[src/rtl/fetch_if.sv]
// Fetch-stage bus: pipeline control in, instruction memory port, IF/ID
// register contents and status out.
interface fetch_if;
  logic        stall;
  logic        redirect_valid;
  logic [31:0] redirect_pc;
  logic [31:0] imem_addr;
  logic [31:0] imem_instr;
  logic [31:0] if_pc;
  logic [31:0] if_instr;
  logic        if_valid;
  logic        halted;
  logic [31:0] fetch_count;

  // Side that drives control and memory data (pipeline / environment)
  modport master (
    output stall, redirect_valid, redirect_pc, imem_instr,
    input  imem_addr, if_pc, if_instr, if_valid, halted, fetch_count
  );

  // Side implemented by the fetch unit
  modport slave (
    input  stall, redirect_valid, redirect_pc, imem_instr,
    output imem_addr, if_pc, if_instr, if_valid, halted, fetch_count
  );
endinterface

[src/rtl/fetch_unit.sv]
// Instruction fetch stage: PC register, IF/ID register, halt detection with
// a drain window so downstream stages can retire before fetch stops for good.
module fetch_unit #(
  parameter logic [31:0] RESET_PC     = 32'h00000000,
  parameter logic [31:0] HALT_INSTR   = 32'h00000063,
  parameter logic [31:0] NOP_INSTR    = 32'h00000013,
  parameter int unsigned DRAIN_CYCLES = 4
) (
  input logic   clk,
  input logic   rst,
  fetch_if.slave bus
);

  typedef enum logic [1:0] {
    ST_RUN    = 2'd0,
    ST_DRAIN  = 2'd1,
    ST_HALTED = 2'd2
  } state_t;

  // PC is word aligned by construction, also for an unaligned RESET_PC
  localparam logic [31:0] RESET_PC_ALIGNED = {RESET_PC[31:2], 2'b00};
  localparam logic [3:0]  DRAIN_INIT       = 4'(DRAIN_CYCLES);

  state_t      state_r, state_s;
  logic [31:0] pc_r, pc_s;
  logic [31:0] if_pc_r, if_pc_s;
  logic [31:0] if_instr_r, if_instr_s;
  logic        if_valid_r, if_valid_s;
  logic [31:0] count_r, count_s;
  logic [3:0]  drain_r, drain_s;

  // Next-state and next-register values; everything holds unless changed
  always_comb begin
    state_s    = state_r;
    pc_s       = pc_r;
    if_pc_s    = if_pc_r;
    if_instr_s = if_instr_r;
    if_valid_s = if_valid_r;
    count_s    = count_r;
    drain_s    = drain_r;
    case (state_r)
      ST_RUN, ST_DRAIN: begin
        if (bus.redirect_valid) begin
          // Redirect beats stall and cancels any pending halt drain
          state_s    = ST_RUN;
          pc_s       = {bus.redirect_pc[31:2], 2'b00};
          if_pc_s    = bus.redirect_pc;
          if_instr_s = NOP_INSTR;
          if_valid_s = 1'b0;
          drain_s    = 4'd0;
        end else if (bus.stall) begin
          state_s = state_r;
        end else if (state_r == ST_RUN) begin
          if_pc_s    = pc_r;
          if_instr_s = bus.imem_instr;
          if_valid_s = 1'b1;
          count_s    = count_r + 32'd1;
          if (bus.imem_instr == HALT_INSTR) begin
            // Halt goes down the pipe once; PC parks on it
            state_s = ST_DRAIN;
            drain_s = DRAIN_INIT;
          end else begin
            pc_s = pc_r + 32'd4;
          end
        end else begin
          // Drain: feed bubbles until the window has elapsed
          if_pc_s    = pc_r;
          if_instr_s = NOP_INSTR;
          if_valid_s = 1'b0;
          if (drain_r == 4'd0) begin
            state_s = ST_HALTED;
          end else begin
            drain_s = drain_r - 4'd1;
          end
        end
      end
      ST_HALTED: begin
        if_pc_s    = pc_r;
        if_instr_s = NOP_INSTR;
        if_valid_s = 1'b0;
      end
      default: begin
        // Unreachable encoding: stop fetching rather than run wild
        state_s    = ST_HALTED;
        if_pc_s    = pc_r;
        if_instr_s = NOP_INSTR;
        if_valid_s = 1'b0;
        drain_s    = 4'd0;
      end
    endcase
  end

  // State and datapath registers with synchronous reset
  always_ff @(posedge clk) begin
    if (rst) begin
      state_r    <= ST_RUN;
      pc_r       <= RESET_PC_ALIGNED;
      if_pc_r    <= RESET_PC;
      if_instr_r <= NOP_INSTR;
      if_valid_r <= 1'b0;
      count_r    <= 32'd0;
      drain_r    <= 4'd0;
    end else begin
      state_r    <= state_s;
      pc_r       <= pc_s;
      if_pc_r    <= if_pc_s;
      if_instr_r <= if_instr_s;
      if_valid_r <= if_valid_s;
      count_r    <= count_s;
      drain_r    <= drain_s;
    end
  end

  assign bus.imem_addr   = pc_r;
  assign bus.if_pc       = if_pc_r;
  assign bus.if_instr    = if_instr_r;
  assign bus.if_valid    = if_valid_r;
  assign bus.halted      = (state_r == ST_HALTED);
  assign bus.fetch_count = count_r;

endmodule

[src/flat_wrapper.sv]
// flat-port wrapper written by rule: the top's interface ports become plain ports
module fetch_unit_flat 
#(
  parameter logic [31:0] RESET_PC     = 32'h00000000,
  parameter logic [31:0] HALT_INSTR   = 32'h00000063,
  parameter logic [31:0] NOP_INSTR    = 32'h00000013,
  parameter int unsigned DRAIN_CYCLES = 4
)
  (clk, rst, bus_stall, bus_redirect_valid, bus_redirect_pc, bus_imem_instr, bus_imem_addr, bus_if_pc, bus_if_instr, bus_if_valid, bus_halted, bus_fetch_count);
  fetch_if bus_i ();
  input logic clk;
  input logic rst;
  input wire logic [$bits(bus_i.stall)-1:0] bus_stall;
  input wire logic [$bits(bus_i.redirect_valid)-1:0] bus_redirect_valid;
  input wire logic [$bits(bus_i.redirect_pc)-1:0] bus_redirect_pc;
  input wire logic [$bits(bus_i.imem_instr)-1:0] bus_imem_instr;
  output wire logic [$bits(bus_i.imem_addr)-1:0] bus_imem_addr;
  output wire logic [$bits(bus_i.if_pc)-1:0] bus_if_pc;
  output wire logic [$bits(bus_i.if_instr)-1:0] bus_if_instr;
  output wire logic [$bits(bus_i.if_valid)-1:0] bus_if_valid;
  output wire logic [$bits(bus_i.halted)-1:0] bus_halted;
  output wire logic [$bits(bus_i.fetch_count)-1:0] bus_fetch_count;
  assign bus_i.stall = bus_stall;
  assign bus_i.redirect_valid = bus_redirect_valid;
  assign bus_i.redirect_pc = bus_redirect_pc;
  assign bus_i.imem_instr = bus_imem_instr;
  assign bus_imem_addr = bus_i.imem_addr;
  assign bus_if_pc = bus_i.if_pc;
  assign bus_if_instr = bus_i.if_instr;
  assign bus_if_valid = bus_i.if_valid;
  assign bus_halted = bus_i.halted;
  assign bus_fetch_count = bus_i.fetch_count;
  fetch_unit #(.RESET_PC(RESET_PC), .HALT_INSTR(HALT_INSTR), .NOP_INSTR(NOP_INSTR), .DRAIN_CYCLES(DRAIN_CYCLES)) u_core (.clk(clk), .rst(rst), .bus(bus_i));
endmodule
[config.mk]
export PLATFORM = sky130hd
export DESIGN_NAME = fetch_unit_flat
export DESIGN_NICKNAME = d
export VERILOG_FILES = /design/src/rtl/fetch_if.sv /design/src/rtl/fetch_unit.sv /design/src/flat_wrapper.sv
export SDC_FILE = /design/constraint.sdc
export NUM_CORES = 1
export LEC_CHECK = 0
export BUFFER_PORTS_ARGS = -buffer_cell sky130_fd_sc_hd__buf_2
export CELL_PAD_IN_SITES_DETAIL_PLACEMENT = 0
export CELL_PAD_IN_SITES_GLOBAL_PLACEMENT = 1
export CORE_ASPECT_RATIO = 1.4
export CORE_MARGIN = 2
export CORE_UTILIZATION = 37
export CTS_CLUSTER_SIZE = 28
export DETAILED_ROUTE_END_ITERATION = 10
export HOLD_SLACK_MARGIN = 0.03
export MAX_ROUTING_LAYER = met4
export PLACE_DENSITY_LB_ADDON = 0.3
export SETUP_SLACK_MARGIN = 0.4
export SYNTH_ARGS = -nofsm -noshare
export SYNTH_HDL_FRONTEND = slang
export SYNTH_SLANG_ARGS = --single-unit
[constraint.sdc]
create_clock -name clk -period 2.7 [get_ports clk]
set_input_delay 0.135 -clock clk [delete_from_list [all_inputs] [get_ports clk]]
set_output_delay 0.135 -clock clk [all_outputs]
set_load 0.005 [all_outputs]
==> results of run 1 <==
## power by group
part,total [W],internal [W],switching [W]
clock,0.00236,0.00138,0.000974
combinational,0.000583,0.000274,0.000309
sequential,0.00212,0.00204,0.0000800
total,0.00506,0.00370,0.00136
## cells in the mapped netlist, types with 3 or more instances
library cell,instances
xnor2_1,17
a211oi_1,4
o31a_1,3
inv_1,15
buf_2,4
o21ai_0,26
or3_1,11
and4_1,9
clkbuf_1,50
nand3_1,22
xor2_1,5
o32ai_1,7
a311oi_1,31
a21o_1,3
or4_1,8
a21oi_1,35
nor2_1,109
buf_1,4
and3_1,4
o22ai_1,4
nor4_1,25
nor4bb_1,3
dfxtp_1,133
buf_4,3
o31ai_1,8
o221a_2,3
and2_1,6
a31oi_1,13
o211ai_1,3
o21a_1,6
ha_1,3
nand2_1,117
nand4_1,19
nor3_1,14
a22oi_1,33
mux2i_1,3
## cells by family after synthesis
| family | count (synthesis) | share of synthesized area |
|---|---|---|
| simple gates | 360 | 0.2736 |
| compound gates | 194 | 0.2146 |
| flops | 133 | 0.4162 |
| buf+inv | 79 | 0.05085 |
| xor+xnor | 22 | 0.03012 |
| mux | 5 | 0.008214 |
| fa+ha+maj | 3 | 0.005868 |
| other cells | 1 | 0.0005862 |
## state kept, by name, summed over array words and instances, names as in the netlist
register and flops:
u_core.bus.imem_addr 30, u_core.drain_r 4, u_core.bus.if_pc 32, u_core.bus.fetch_count 32
u_core.state_r 2, u_core.bus.if_instr 32, u_core.bus.if_valid 1
## worst max-delay path, stage by stage (launching register included)
cell,delay [ns]
dfxtp_4,0.41
ha_4,0.18
nand4_1,0.13
or4_4,0.57
or4_1,0.44
o31a_1,0.28
o32ai_2,0.20
## stage by stage
step,hold WS (ns),setup WS [ns]
5_1_grt,0.06632,0.3416
3_3_place_gp,0.3620,0.3508
2_1_floorplan,0.2703,0.4035
4_1_cts,0.04885,0.3122
3_5_place_dp,0.3711,0.3119
6_report,0.06695,0.4055
## per-layer routing
layer | global-route usage | wire, um | up-vias
li1 | - | - | 3428
met1 | 0.2695 | 8840 | 3219
met2 | 0.4118 | 11190 | 240
met3 | 0.03464 | 1017 | 40
met4 | 0.09365 | 568 | 0
met5 | - | 0 | -
## repair_timing
| action | 4_1_cts | 5_1_grt |
|---|---|---|
| setup buffers | 0 | 1 |
| hold endpoints to repair | 65 | 0 |
| hold buffers | 62 | 0 |
| endpoints found under the setup margin | 2 | 22 |
| gates resized for setup | 2 | 12 |
| pin swaps | 0 | 1 |
## layout make-up
cell class / count / area share
Clock inverter: 15 / 0.01880
Timing Repair Buffer: 288 / 0.2052
Clock buffer: 17 / 0.04771
Tap cell: 203 / 0.02849
Inverter: 16 / 0.006736
Sequential cell: 133 / 0.2997
Multi-Input combinational cell: 586 / 0.3931
Antenna cell: 1 / 0.0002807
## path summary, 6_finish.rpt
check                                                to  slack, ns  cells past startpoint
setup / recovery  u_core.bus.imem_addr[28]$_SDFFE_PP0P_       0.41                      6
hold / removal        u_core.bus.if_pc[22]$_SDFFE_PP0N_       0.07                      3
setup reg to reg  u_core.bus.imem_addr[28]$_SDFFE_PP0P_       0.41                      6
hold reg to reg        u_core.bus.if_valid$_SDFFE_PP0N_       0.45                      2
==> results.cfg, run 1 <==
[synth]
synth_cell_types = 65
synth-edff-count = 0
synthArstFlopShare = 0
syn_area_per_cell_um2 = 8.027
synth_top_area_cell = dfxtp_1
ys.flop_type = dfxtp_1
yosysSeqAreaShare = 0.4162
syn-cell-area_um2 = 6397
ys_seq_elements = 133
yosys_warnings = 0
synth_area_leaders = dfxtp_1 (42%), nand2_1 (6.9%), nor2_1 (6.4%)
synthCells = 797
yosysTopAreaCellShare = 0.4162

[setup_path]
cp.arrival_ns = 2.63
worstReg2RegStart = u_core.bus.imem_addr[2]$_SDFFE_PP0P_
worstPathRequired_ns = 3.04
cp-startpoint = u_core.bus.imem_addr[2]$_SDFFE_PP0P_
critPathKind = reg -> reg
crit_fanout = 10
crit_path_start_kind = flop
cp-end-kind = flop

[grt]
overflow = 0
grt_use_total = 0.2368
antenna_found_initial = 1
grt_pass1_wl_um = 34160
grt_pass1_vias = 6691
grt_max_degree = 50

[timing]
slew_headroom = 0.4948
fin_crit_ns = 2.294
clock.fmax_mhz = 435.8
fin_tns_setup_ns = 0
fin_skew_ns = 0.009644
setup_viol = 0
final-hold-violation-count = 0
rsz0062_at_grt = yes
finalCritPeriodShare = 0.8498
worst_pin_slew_ns = 0.7532
slew_violations = 0

[clock_network]
cts_sinks = 133
cts_htree_levels = 4
clock_path_buffers = 2
root_buffer = clkbuf_16
insertion_delay_ns = 0.42
cts_tree = built
path_clk_slew_ns = 0.06
cts_inserted_buffers = 17

[finish]
finalInstanceArea_um2 = 8916
regArea_um2 = 2673
drive_gt1_frac = 0.2739
layout_commonest_cell = buf_2
area_growth_pct = 39.37
multi_input_area_um2 = 3505
stdcell_count = 1259
nets = 1113
fillCellCount = 1640
utilization = 0.5302
final_cell_mix = buf_2 (195), dfxtp_1 (129), nand2_1 (116)

[status]
status = finished, final reports clean

[routing]
wl_um = 21620
vias_per_cell = 5.502
drt-pass1-iter-count = 5
drc = 0
wl_per_cell_um = 17.17
vias = 6927
ant_nets = 0
dr.first_iter.drc_count = 307

[floorplan]
die_width_um = 115.1
num_rows = 56
fp.dieH_um = 159.6
ios = 198
die-area_um2 = 18370
coreArea_um2 = 16820
initial_core_util = 0.3804

[place]
dpl-instance-area_um2 = 7621
gp_congestion = 0.8873
dpl.hpwl_um = 14780
dp.cells = 1163
io_buffer_count = 195

[power_and_ir_drop]
p_total_w = 0.005064
power.density_nw_per_um2 = 567.9
p_leak_nw = 3.662
ir_drop_uv = 445.6

[hold_path]
hold_class = in -> reg
min-delay-start = bus_redirect_pc[22]

[job]
drv_cap = 0
Power figures use the tool's default switching activity.
==> run 2: changes to the inputs <==
CORE_UTILIZATION = 33   (was 37)
clock period = 2.1 ns   (was 2.7 ns; I/O delays follow)
==> results.cfg, run 2 (synthesized netlist as in run 1, its figures left out) <==
[finish]
layout_commonest_cell = buf_2
diodes = 0
nets = 1226
stdcell_count = 1416
drive_gt1_frac = 0.4187
area_growth_pct = 69.14
final_cell_mix = buf_2 (195), nand2_1 (115), dfxtp_1 (110)
utilization = 0.5652

[clock_network]
insertion_delay_ns = 0.43
cts_tree = built
cts_sinks = 133
clock_path_buffers = 2
cts_htree_levels = 4
path_clk_slew_ns = 0.06
root_buffer = clkbuf_16
cts_inserted_buffers = 17

[routing]
ant_nets = 0
wl_per_cell_um = 17.09
drt-pass1-iter-count = 6
dr.first_iter.drc_count = 419
wl_um = 24200
drc = 0
vias = 7477
vias_per_cell = 5.280

[setup_path]
worstReg2RegStart = u_core.bus.imem_addr[2]$_SDFFE_PP0P_
cpPeakStageDelay_ns = 0.51
cp-startpoint = u_core.bus.imem_addr[2]$_SDFFE_PP0P_
rrSetupSlack_ns = -0.02
ff2ff_path_depth = 6
r2r-end = u_core.bus.imem_addr[28]$_SDFFE_PP0P_
crit_path_start_kind = flop
path_cells = ha_4 -> nand4_1 -> or4_4 -> or4_4 -> o31a_1 -> o32ai_2
cp_common_cell = or4_4
crit_fanout = 2
critPathKind = reg -> reg
crit_slowest_cell = or4_4
cp-end-kind = flop
worstPathRequired_ns = 2.43
cp.arrival_ns = 2.46
critPathCapture = u_core.bus.imem_addr[28]$_SDFFE_PP0P_

[hold_path]
hold_class = in -> reg

[grt]
antenna_found_initial = 0
use_met3 = 0.03841
grt_util_met2 = 0.4003
grt_pass1_vias = 7010
grt_max_degree = 76
busiest_layer = met2
overflow = 0
grt_use_total = 0.2308
grt_pass1_wl_um = 36760
global_route.usage.met1 = 0.2657

[power_and_ir_drop]
pwr-share-clk = 0.461
p_leak_nw = 4.777
p_switching_w = 0.001789
p_sw_frac = 0.2631
p_seq_frac = 0.396
combPwrFrac = 0.143
ir_drop_uv = 394.5
power.internal_w = 0.005012
power.density_nw_per_um2 = 628.6

[floorplan]
num_rows = 60
die-area_um2 = 20530
initial_core_util = 0.3342
coreArea_um2 = 19140
ios = 198
die_width_um = 121.7
fp.dieH_um = 168.7

[timing]
fin_skew_ns = 0.01227
rsz0062_at_grt = yes
setup_viol = 1
final-hold-violation-count = 0
fin_tns_setup_ns = -0.02416
finalCritPeriodShare = 1.012
fin_crit_ns = 2.124
slew_violations = 0
clock.fmax_mhz = 470.8
setup_ws_ns = -0.02416

[job]
drv_cap = 0

[status]
failed_checks = negative setup slack
status = finished, violations left

[place]
dpl.hpwl_um = 15520
io_buffer_count = 195
gp_congestion = 0.8500
dp.cells = 1268
## run 2: per-layer routing
layer	part of all wire	vias up
li1	-	3641
met4	0.022	0
met5	0	-
met3	0.039	38
met2	0.54	195
met1	0.40	3603
## run 2: power groups by stage
stage,registers [W],logic (W),clock network (W)
floorplan,0.00278,0.000353,0
global placement,0.00274,0.000758,0
detailed placement,0.00274,0.000761,0
CTS,0.00269,0.000887,0.00320
global route,0.00271,0.00106,0.00331
finish,0.00269,0.000972,0.00313
## run 2: worst min path at each step
stage | slack (ns) | depth (start not counted) | to | startpoint
2_1_floorplan | 0.24 | 2 | u_core.bus.if_instr[0]$_SDFFE_PP1N_ | bus_imem_instr[0]
3_3_place_gp | 0.33 | 3 | u_core.bus.if_pc[0]$_SDFFE_PP0N_ | bus_redirect_pc[0]
3_5_place_dp | 0.34 | 3 | u_core.bus.if_instr[1]$_SDFFE_PP1N_ | bus_imem_instr[1]
4_1_cts | 0.07 | 4 | u_core.state_r[0]$_SDFFE_PP0P_ | bus_stall
5_1_grt | 0.09 | 4 | u_core.state_r[0]$_SDFFE_PP0P_ | bus_stall
6_report | 0.08 | 4 | u_core.state_r[0]$_SDFFE_PP0P_ | bus_stall
## run 2: cell type report
type	instances	area, um2
clock buffers	18	439.2
clock inverters	14	173.9
fillers	1769	8323
inverters	16	63.81
multi-input cells	586	4121
flip-flops and latches	133	2704
well taps	248	310.3
repair buffers	401	3008
## run 2: worst max-delay path, delay by kind of cell (launching register included)
kind	cells	cell delay (ns)
AO/OA/AOI/OAI	2	0.50
adder cells (fa/ha/maj)	1	0.13
flip-flops	1	0.36
AND/OR/NAND/NOR	3	1.05
## run 2: per-stage QoR
step / hold slack, ns / total power [W] / instance area, um2 / worst slack (ns)
final: 0.08358 / 0.006801 / 10820 / -0.02416
after global routing: 0.09181 / 0.007072 / 10820 / -0.06689
after global placement: 0.3306 / 0.003501 / 8280 / 0.03511
after detailed placement: 0.3420 / 0.003505 / 8280 / -0.01138
after CTS: 0.06625 / 0.006782 / 10010 / -0.02591
after floorplan: 0.2403 / 0.003128 / 6540 / -0.07674
## run 2: timing repair
action / 4_1_cts / 5_1_grt
setup endpoints to repair: 51 / 83
resized for setup: 78 / 117
cloned: 1 / 3
setup buffers: 17 / 32
pin swaps: 25 / 68
hold buffers: 63 / 0
hold endpoints to repair: 70 / 0
==> run 3: changes to the inputs <==
CAP_MARGIN = 20   (was not set)
PLACE_DENSITY = 0.75   (was not set)
PLACE_DENSITY_LB_ADDON = not set   (was 0.3)
==> results.cfg, run 3 (synthesized netlist as in run 1, its figures left out) <==
[finish]
area_growth_pct = 67.16
nets = 1223
utilization = 0.5586
drive_gt1_frac = 0.4146
final_cell_mix = buf_2 (195), nand2_1 (114), dfxtp_1 (110)
layout_commonest_cell = buf_2
fillCellCount = 1747
diodes = 0

[hold_path]
hold_class = in -> reg

[status]
failed_checks = negative setup slack
status = finished, violations left

[timing]
slew_violations = 0
setup_ws_ns = -0.0001688
fin_skew_ns = 0.007594
fin_tns_setup_ns = -0.0001688
slew_headroom = 0.6184
worst_pin_slew_ns = 0.5723
setup_viol = 1
rsz0062_at_grt = yes
finalCritPeriodShare = 1.000
final-hold-violation-count = 0
clock.fmax_mhz = 476.2
fin_crit_ns = 2.100
worst_hold_slack_ns = 0.1429

[routing]
vias = 7563
ant_nets = 0
drt-pass1-iter-count = 5
wl_um = 25100
dr.first_iter.drc_count = 432
drc = 0
vias_per_cell = 5.352
wl_per_cell_um = 17.77

[setup_path]
crit_fanout = 2
critPathKind = reg -> reg
cp-end-kind = flop
path_cells = ha_4 -> nand4_1 -> or4_4 -> or4_4 -> o31a_1 -> o32ai_2
cpPeakStageDelay_ns = 0.52
crit_path_start_kind = flop
cp_common_cell = or4_4
crit_slowest_cell = or4_4
cp.arrival_ns = 2.44
worstPathRequired_ns = 2.44

[floorplan]
die-area_um2 = 20530
die_width_um = 121.7
num_rows = 60
ios = 198
fp.dieH_um = 168.7
coreArea_um2 = 19140
initial_core_util = 0.3342

[clock_network]
root_buffer = clkbuf_16
cts_htree_levels = 4
clock_path_buffers = 2
cts_inserted_buffers = 17
cts_tree = built
path_clk_slew_ns = 0.07
insertion_delay_ns = 0.43
cts_sinks = 133

[power_and_ir_drop]
pwr-share-clk = 0.440
combPwrFrac = 0.150
p_sw_frac = 0.2898
power.internal_w = 0.004671
p_seq_frac = 0.410
p_leak_nw = 4.751
p_switching_w = 0.001906
power.density_nw_per_um2 = 615.0
ir_drop_uv = 503.8

[place]
io_buffer_count = 195
dpl.hpwl_um = 15280
gp_congestion = 0.8479

[grt]
grt_use_total = 0.2294
grt_pass1_vias = 7029
overflow = 0
grt_pass1_wl_um = 36430
antenna_found_initial = 0
grt_max_degree = 97

[job]
drv_cap = 0
run 3: metrics by stage:
step	worst slack, ns	instance area (um2)	instances	power [W]
2_1_floorplan	-0.07674	6540	798	0.003128
3_3_place_gp	0.02599	8263	1264	0.003499
3_5_place_dp	-0.01348	8263	1264	0.003506
4_1_cts	0.02654	9796	1376	0.006512
5_1_grt	-0.05190	10690	1413	0.006836
6_report	-0.0001688	10690	1413	0.006577
run 3: cell type report:
type / count / area [um2] / area share
tap: 248 / 310.3 / 0.02902
multi-input combinational: 586 / 4098 / 0.3832
sequential: 133 / 2699 / 0.2524
clock buffer: 17 / 425.4 / 0.03978
timing repair buffer: 398 / 2965 / 0.2773
clock inverter: 15 / 132.6 / 0.01240
inverter: 16 / 63.81 / 0.005967
run 3: final timing paths:
check / start / cells after the start / endpoint / slack [ns]
hold / removal: bus_redirect_pc[25] / 4 / u_core.bus.imem_addr[25]$_SDFFE_PP0P_ / 0.14
setup / recovery: u_core.bus.imem_addr[2]$_SDFFE_PP0P_ / 6 / u_core.bus.imem_addr[28]$_SDFFE_PP0P_ / -0.0002
hold reg to reg: u_core.bus.if_valid$_SDFFE_PP0N_ / 2 / u_core.bus.if_valid$_SDFFE_PP0N_ / 0.47
setup reg to reg: u_core.bus.imem_addr[2]$_SDFFE_PP0P_ / 6 / u_core.bus.imem_addr[28]$_SDFFE_PP0P_ / -0.0002
run 3: routing by layer:
metal  track usage  part of all wire  vias up
met4       0.07796             0.033        0
met3       0.03740             0.039       61
li1              -                 -     3635
met2        0.4101              0.53      226
met5             -                 0        -
met1        0.2573              0.39     3641
run 3: what timing repair did:
item                       4_1_cts  5_1_grt
cloned                           1        6
setup endpoints to repair       38       84
pin swaps                       18       57
hold buffers                    63        0
hold endpoints to repair        70        0
gates resized for setup         52      122
buffers inserted                16       31
run 3: critical path, delay by kind of cell, from the launching register on:
kind                       cells  cell delay [ns]
AOI/OAI and AO/OA              2             0.44
adders and majority gates      1             0.13
DFF                            1             0.36
and+or+nand+nor                3             1.08
run 3: power groups by stage:
stage / logic (W) / registers [W] / clock network (W)
after CTS: 0.000875 / 0.00269 / 0.00294
after floorplan: 0.000353 / 0.00278 / 0
final: 0.000988 / 0.00270 / 0.00289
after global placement: 0.000754 / 0.00275 / 0
after global routing: 0.00107 / 0.00271 / 0.00306
after detailed placement: 0.000758 / 0.00275 / 0
